### config.mk
export PLATFORM = sky130hd
export DESIGN_NAME = sn_to_bn
export DESIGN_NICKNAME = d
export VERILOG_FILES = /design/src/rtl/sc_pkg.sv /design/src/rtl/sc_ones_counter.sv /design/src/rtl/sn_to_bn.sv
export SDC_FILE = /design/constraint.sdc
export NUM_CORES = 1
export LEC_CHECK = 0
export ABC_AREA = 1
export CAP_MARGIN = 0
export CORE_MARGIN = 2
export CORE_UTILIZATION = 45
export DETAILED_ROUTE_END_ITERATION = 12
export PLACE_DENSITY = 0.75
export SLEW_MARGIN = 20
export SYNTH_ARGS = -nofsm -noshare
export SYNTH_HDL_FRONTEND = slang
export SYNTH_HIERARCHICAL = 1
export SYNTH_SLANG_ARGS = --single-unit
export TNS_END_PERCENT = 50
### constraint.sdc
create_clock -name i_clk_snc -period 3.27 [get_ports i_clk_snc]
set_input_delay 0.327 -clock i_clk_snc [delete_from_list [all_inputs] [get_ports i_clk_snc]]
set_output_delay 0.327 -clock i_clk_snc [all_outputs]
set_load 0.005 [all_outputs]
### src/rtl/sc_pkg.sv
// Shared stochastic-computing types and defaults for the SNG / SNC datapath.
package sc_pkg;

    localparam int SC_BN_WIDTH = 4;

    typedef enum logic [1:0] {
        S_IDLE  = 2'd0,
        S_COUNT = 2'd1,
        S_DONE  = 2'd2
    } snc_state_e;

endpackage

### src/rtl/sc_ones_counter.sv
// Clearable, enabled ones counter; clear wins over an accepted bit in the same cycle.
module sc_ones_counter #(
    parameter int W = 5
) (
    input  logic         clk_i,
    input  logic         rst_i,
    input  logic         clr_i,
    input  logic         en_i,
    input  logic         bit_i,
    output logic [W-1:0] cnt_o
);

    logic [W-1:0] cnt_q;
    logic [W-1:0] cnt_d;

    always_comb begin
        cnt_d = cnt_q;
        if (clr_i) begin
            cnt_d = '0;
        end else if (en_i && bit_i) begin
            cnt_d = cnt_q + W'(1);
        end
    end

    always_ff @(posedge clk_i or posedge rst_i) begin
        if (rst_i) begin
            cnt_q <= '0;
        end else begin
            cnt_q <= cnt_d;
        end
    end

    assign cnt_o = cnt_q;

endmodule

### src/rtl/sn_to_bn.sv
// Stochastic-to-binary converter: counts ones over a STREAM_LEN window of valid bits.
//  state   | meaning
//  S_IDLE  | no window open, waiting for start
//  S_COUNT | window open, accepting valid bits
//  S_DONE  | window complete, publish saturated/scaled count
module sn_to_bn
    import sc_pkg::*;
#(
    parameter int BN_WIDTH   = SC_BN_WIDTH,
    parameter int STREAM_LEN = 1 << BN_WIDTH
) (
    input  logic                i_clk_snc,
    input  logic                i_rst_snc,
    input  logic                i_start_snc,
    input  logic                i_stop_snc,
    input  logic                i_sn_bit,
    input  logic                i_sn_vld,
    output logic [BN_WIDTH-1:0] o_x_bn,
    output logic                o_vld_snc,
    output logic                o_busy_snc
);

    localparam int CW    = $clog2(STREAM_LEN) + 1;
    localparam int SHIFT = $clog2(STREAM_LEN) - BN_WIDTH;

    if (STREAM_LEN < (1 << BN_WIDTH)) begin : g_len_too_short
        $error("sn_to_bn: STREAM_LEN must be at least 1<<BN_WIDTH");
    end
    if ((STREAM_LEN < 2) || ((STREAM_LEN & (STREAM_LEN - 1)) != 0)) begin : g_len_not_pow2
        $error("sn_to_bn: STREAM_LEN must be a power of two >= 2");
    end

    snc_state_e          state_q;
    logic [BN_WIDTH-1:0] x_bn_q;
    logic                vld_q;
    logic                busy_q;

    logic [CW-1:0]       ones_cnt;
    logic [CW-1:0]       bit_cnt;
    logic                start_acc;
    logic                bit_acc;
    logic                last_bit;
    logic [BN_WIDTH-1:0] x_sat;

    // stop beats start beats bit; a start clears the window in any state
    assign start_acc = i_start_snc & ~i_stop_snc;
    assign bit_acc   = (state_q == S_COUNT) & i_sn_vld & ~i_start_snc & ~i_stop_snc;
    assign last_bit  = bit_acc & (bit_cnt == CW'(STREAM_LEN - 1));
    assign x_sat     = (ones_cnt == CW'(STREAM_LEN)) ? {BN_WIDTH{1'b1}}
                                                     : BN_WIDTH'(ones_cnt >> SHIFT);

    sc_ones_counter #(.W(CW)) u_ones_cnt (
        .clk_i (i_clk_snc),
        .rst_i (i_rst_snc),
        .clr_i (start_acc),
        .en_i  (bit_acc),
        .bit_i (i_sn_bit),
        .cnt_o (ones_cnt)
    );

    sc_ones_counter #(.W(CW)) u_bit_cnt (
        .clk_i (i_clk_snc),
        .rst_i (i_rst_snc),
        .clr_i (start_acc),
        .en_i  (bit_acc),
        .bit_i (1'b1),
        .cnt_o (bit_cnt)
    );

    always_ff @(posedge i_clk_snc or posedge i_rst_snc) begin
        if (i_rst_snc) begin
            state_q <= S_IDLE;
            x_bn_q  <= '0;
            vld_q   <= 1'b0;
            busy_q  <= 1'b0;
        end else begin
            vld_q <= 1'b0;
            case (state_q)
                S_IDLE: begin
                    if (start_acc) begin
                        state_q <= S_COUNT;
                        busy_q  <= 1'b1;
                    end
                end
                S_COUNT: begin
                    if (i_stop_snc) begin
                        state_q <= S_IDLE;
                        busy_q  <= 1'b0;
                    end else if (last_bit) begin
                        state_q <= S_DONE;
                        busy_q  <= 1'b0;
                    end
                end
                S_DONE: begin
                    if (i_stop_snc) begin
                        state_q <= S_IDLE;
                        busy_q  <= 1'b0;
                    end else begin
                        x_bn_q  <= x_sat;
                        vld_q   <= 1'b1;
                        state_q <= i_start_snc ? S_COUNT : S_IDLE;
                        busy_q  <= i_start_snc;
                    end
                end
                default: begin
                    state_q <= S_IDLE;
                    busy_q  <= 1'b0;
                end
            endcase
        end
    end

    assign o_x_bn     = x_bn_q;
    assign o_vld_snc  = vld_q;
    assign o_busy_snc = busy_q;

endmodule

[Word-level counts from Yosys, hierarchy flattened]
Cells that the tools add are included.
Storage, ports and cells
  flip-flop bits (word level): 18
  input port bits: 6
  output and inout bits: 6
  logic and storage cells: 45
Cells by class
  add/subtract/negate cells: 2
  equal/unequal tests: 6
  mux-type cells: 18
  bitwise gates (word level): 7
  reductions and logical operators: 6
Operators by type and width (count)
  $mux 5: 4
  $add 5x1->5 const B: 2
  $mux 1: 8
  $mux 2: 3
  $pmux 2 s3: 1
  $and 1x1->1: 5
  $eq 5x4->1 const B: 1
  $eq 5x5->1 const B: 1
  $mux 4: 1
  $reduce_and 2->1: 2
  $reduce_bool 2->1: 2
  $ne 3x3->1 const B: 1
  $pmux 1 s3: 1
  $eq 2x1->1 const B: 1
  $eq 2x2->1 const B: 1
  $logic_not 2->1: 1
  $ne 2x2->1 const B: 1
  $not 1->1: 2
  $logic_and 1x1->1: 1

[Longest topological paths before layout]
  depth in word-level cells: 8
  mapped depth: 9
  gate-level depth less buffers: 9

[Cells and area by module]
The synthesis kept the hierarchy.
By module, submodules not included
  sc_ones_counter: times used 2, cells each 35, area an instance 266.5 µm², sequential area each 125.1 µm²
  sn_to_bn: times used 1, cells each 47, area an instance 381.6 µm², sequential area each 200.2 µm²

[Least setup slack after synthesis]
No wires, ideal clock.
  kind: reg-to-reg
  start point: register state_q[0]
  end point: register u_bit_cnt.cnt_q[3] (netlist: u_bit_cnt/cnt_o[3])
  library setup time: 0.119 ns
  data arrival time: 1.384 ns
  data required time: 3.151 ns
  slack: 1.767 ns
  cell stages (with the launch flop): 10
  path buffers: 0
  period minus slack after synthesis: 1.503 ns
  cells stage by stage: dfrtp_1 inv_1 nor3_2 inv_1 nor2_1 nand2_2 nor2_2 nand3_1 nand2_1 nor2_1
Between the ends
  cells in the longest elaborated chain, start to end: 5
Ends and longest elaborated chain
  from (decl): line sn_to_bn.sv:33  | snc_state_e state_q;
  from (signal assigned): line sn_to_bn.sv:101  | state_q <= i_start_snc ? S_COUNT : S_IDLE;
  $eq 2x1->1: line sn_to_bn.sv:47  | assign bit_acc = (state_q == S_COUNT) & i_sn_vld & ~i_start_snc & ~i_stop_snc;
  $and 1x1->1 (3 in a row): line sn_to_bn.sv:47
  via bit_acc: line sn_to_bn.sv:41  | logic bit_acc;
  $reduce_bool 2->1 (no line)
  to (signal assigned): line sc_ones_counter.sv:29  | cnt_q <= cnt_d;
  to (decl): line sc_ones_counter.sv:13  | logic [W-1:0] cnt_q;
The timed path passes the listed nets, and every way through them passes these cells.
A chain may end at the register's enable or synchronous reset.

[Worst setup path after layout]
  start point: input i_stop_snc
  end point: register u_bit_cnt.cnt_q[4] (netlist: u_bit_cnt/cnt_o[4])
Between the ends
  cells in the longest elaborated chain, start to end: 3
  elaborated cells between the ends (all ways): 5
  those cells by class: mux (1); bitwise (3); reduce/logical (1)
Ends and longest elaborated chain
  from (decl): line sn_to_bn.sv:15  | input logic i_stop_snc,
  $not 1->1 (no line)
  $and 1x1->1: line sn_to_bn.sv:47
  via bit_acc: line sn_to_bn.sv:41
  $reduce_bool 2->1 (no line)
The timed path passes the listed nets, and every way through them passes these cells.

==> results.md <==
- Worst-Skew Late Latency: 0.29 ns
- Drc violations: 0
- Post-synthesis sequential area ratio: 49.2%
- Multiplexer share of the synthesized area: 0%
- P_int: 0.393 mW
- Post-DR wirelength/cell: 9.90 microns
- Hold Vio Cnt, Final: 0
- Worst-Margin Slew: 0.576 ns
- Static Leak: 0.549 nW
- Die height: 49.1 microns
- Post-synthesis simple-gate area fraction: 29.5%
- Antenna diode count: 0
- Post-detail-place hpwl: 1.23 mm
- First-pass GRT wire length: 2.79 mm
- Sw Ratio: 25.1%
- Library cells used by synthesis: 16
- VDD IR-drop max: 0.000248 V
- Post-route clock skew: 0.00228 ns
- ANT nets after route: 0
- Clk root buf: clkbuf_4
- GP Congestion: 0.775
- Total power: 0.525 mW
- Synth top area share: 49.2%
- Synth Area in Adders: 2.74%
- Clk network pwr share: 26.0%
- Net switching power: 0.132 mW
- Setup violators final: 0
- Synth Cell Area: 915 sq um
- Port bufs: 11
- CTS sink count: 18
- Initial cell density of the core: 47.1%
- Final period util: 58.1%
- Post-Synth XOR/XNOR Area: 0%
- #FFs+latches synth: 18
- Power Density: 475 mW/mm^2
- Largest net degree at the start of global routing: 11
- Num CTS Buffers: 3
- Nets: 144
- RSZ-0062 raised after global routing: false
- Rows: 16
- Via density: 4.72
- Die area: 0.00241 sq mm
- Synth Area per Inst: 7.82 sq um
- # IOs: 12
- Longest Clk Path Bufs: 2
- Worst EP required: 3.46 ns
- Core area: 0.00194 sq mm
- Min Tclk post-route: 1.90 ns
- Area contributors post-synth: dfrtp_1 49%, inv_1 9.8%, nand2_1 9.8%
- Startpoint types: input pin
- Vias in the first global route: 692
- TritonCTS clock tree: built
- Final Max Tran Viols: 0
- CP max FO: 8
- Hold WS: 0.287 ns
- Outcome: finished clean
- GRT Resource Usage Total: 15.0%
- Non-Filler Instances: 162
- FILL cells: 178
- Comb pwr share: 22.4%
- CTS clk-pin slew, worst paths: 0.10 ns
- Cell taking the most area after synthesis: dfrtp_1
- Mapped Cells: 117
- Flop pwr share: 51.5%
- Compound-cell area share of the yosys netlist: 8.21%
- Post-Route WL: 1.60 mm
- Slew headroom: 61.4%
- Starting DRT DRC Count: 10
- Worst hold path type: in2async
- CTS H-Tree Depth: 1
- MaxCap Viol Count: 0
- Via count: 764
- Post-CTS setup buffers: 0
- CP Data Arrival Time: 2.09 ns
- Area growth from synthesis to layout: 20.9%
- # placed instances: 158
- GRT Residual Overflow: 0
- Cell count of the worst reg-to-reg path: 9
- Max Freq: 526 MHz
- Fraction of layout instances using a drive strength above 1: 9.63%
- Largest family of logic cells by synthesized area: simple AND/OR/NAND/NOR gates
- Drt pass-1 iters: 4
- Final core utilization: 57.0%
- Die X: 49.1 microns
- # hold bufs at CTS: 0
- Crit path kind: in2reg
- CP Capture Type: register
- Post-CTS resize count: 0
- Total negative slack: 0 ns
- Yosys warns: 6
- Initial antenna violation count: 0
critical path, stage by stage:
cell and delay [ns]:
clkdlybuf4s50_1 0.49, nor3_2 0.24, inv_1 0.08, nor2_1 0.45, nand2_2 0.16, nor2_2 0.16, nand3_1 0.08, nand2_1 0.06
nor2_1 0.04
worst paths after layout:
check | start | endpoint | slack, ns
setup / recovery | i_stop_snc | u_bit_cnt/cnt_o[4]$_DFFE_PP0P_ | 1.37
setup reg to reg | state_q[0]$_DFFE_PP0P_ | u_bit_cnt/cnt_o[4]$_DFFE_PP0P_ | 1.49
min in group i_clk_snc | o_busy_snc$_DFFE_PP0P_ | o_busy_snc$_DFFE_PP0P_ | 0.51
hold / removal | i_rst_snc | u_bit_cnt/cnt_o[0]$_DFFE_PP0P_ | 0.29
hold reg to reg | o_busy_snc$_DFFE_PP0P_ | o_busy_snc$_DFFE_PP0P_ | 0.51
max in group asynchronous | i_rst_snc | o_x_bn[3]$_DFFE_PP0P_ | 2.72
state kept, by name (all words and copies together), names as in the netlist:
name / cells
u_bit_cnt/cnt_o: 5
u_ones_cnt/cnt_o: 5
o_x_bn: 4
state_q: 2
o_busy_snc: 1
o_vld_snc: 1
cells by family (layout without fill, tap and decap cells):
kind of cell    count (synthesis)  after routing
flops                          18             18
compound gates                 14             14
other cells                     1              4
buf+inv                        24             39
fa+ha+maj                       2              2
simple gates                   58             58
layout make-up:
type	instances	area [sq um]	share of cell area, %
Tap cell	27	33.8	3.05
Clock buffer	4	36.3	3.28
Timing Repair Buffer	11	110	9.95
Sequential cell	18	450	40.7
Multi-Input combinational cell	78	385	34.8
Inverter	24	90.1	8.14
routing by layer:
metal / GRT usage, % / share of wire [%] / wire length, microns
met3: 4.29 / 4.3 / 69
met4: 7.14 / 0.81 / 13
met5: 0 / 0 / 0
met1: 18.0 / 47 / 753
met2: 24.8 / 48 / 767
Yosys cell counts:
master,instances
nor3_1,2
conb_1,1
nor2_1,13
nand3_1,9
nand2_2,2
dfrtp_1,18
a21oi_1,10
nor3_2,1
nor2_2,4
nor3_4,1
nand4_1,1
a31oi_1,4
inv_1,24
ha_1,2
or2_2,1
nand2_1,24
stage by stage:
stage | setup WS [ns] | cell area [sq um]
after detailed placement | 1.09 | 1070
final | 1.37 | 1110
after global placement | 1.17 | 1070
after floorplan | 1.77 | 926
after global routing | 1.22 | 1110
after CTS | 1.38 | 1110
power groups by stage:
stage / clock network (mW) / logic, mW / registers, mW
finish: 0.137 / 0.118 / 0.271
global route: 0.152 / 0.133 / 0.275
CTS: 0.141 / 0.120 / 0.271
detailed placement: 0 / 0.119 / 0.276
global placement: 0 / 0.118 / 0.274
floorplan: 0 / 0.0458 / 0.278
layout by cell type (no fill, tap or decap), types with 2 or more instances in the layout:
master,synthesis,layout
dfrtp_1,18,18
inv_1,24,24
ha_1,2,2
a31oi_1,4,4
nand2_2,2,2
nor2_2,4,4
clkbuf_4,0,3
nand3_1,9,9
nor2_1,13,13
clkdlybuf4s50_1,0,11
nand2_1,24,24
a21oi_1,10,10
nor3_1,2,2
conb_1,1,4
No activity file was read; power rests on OpenSTA's default activity.
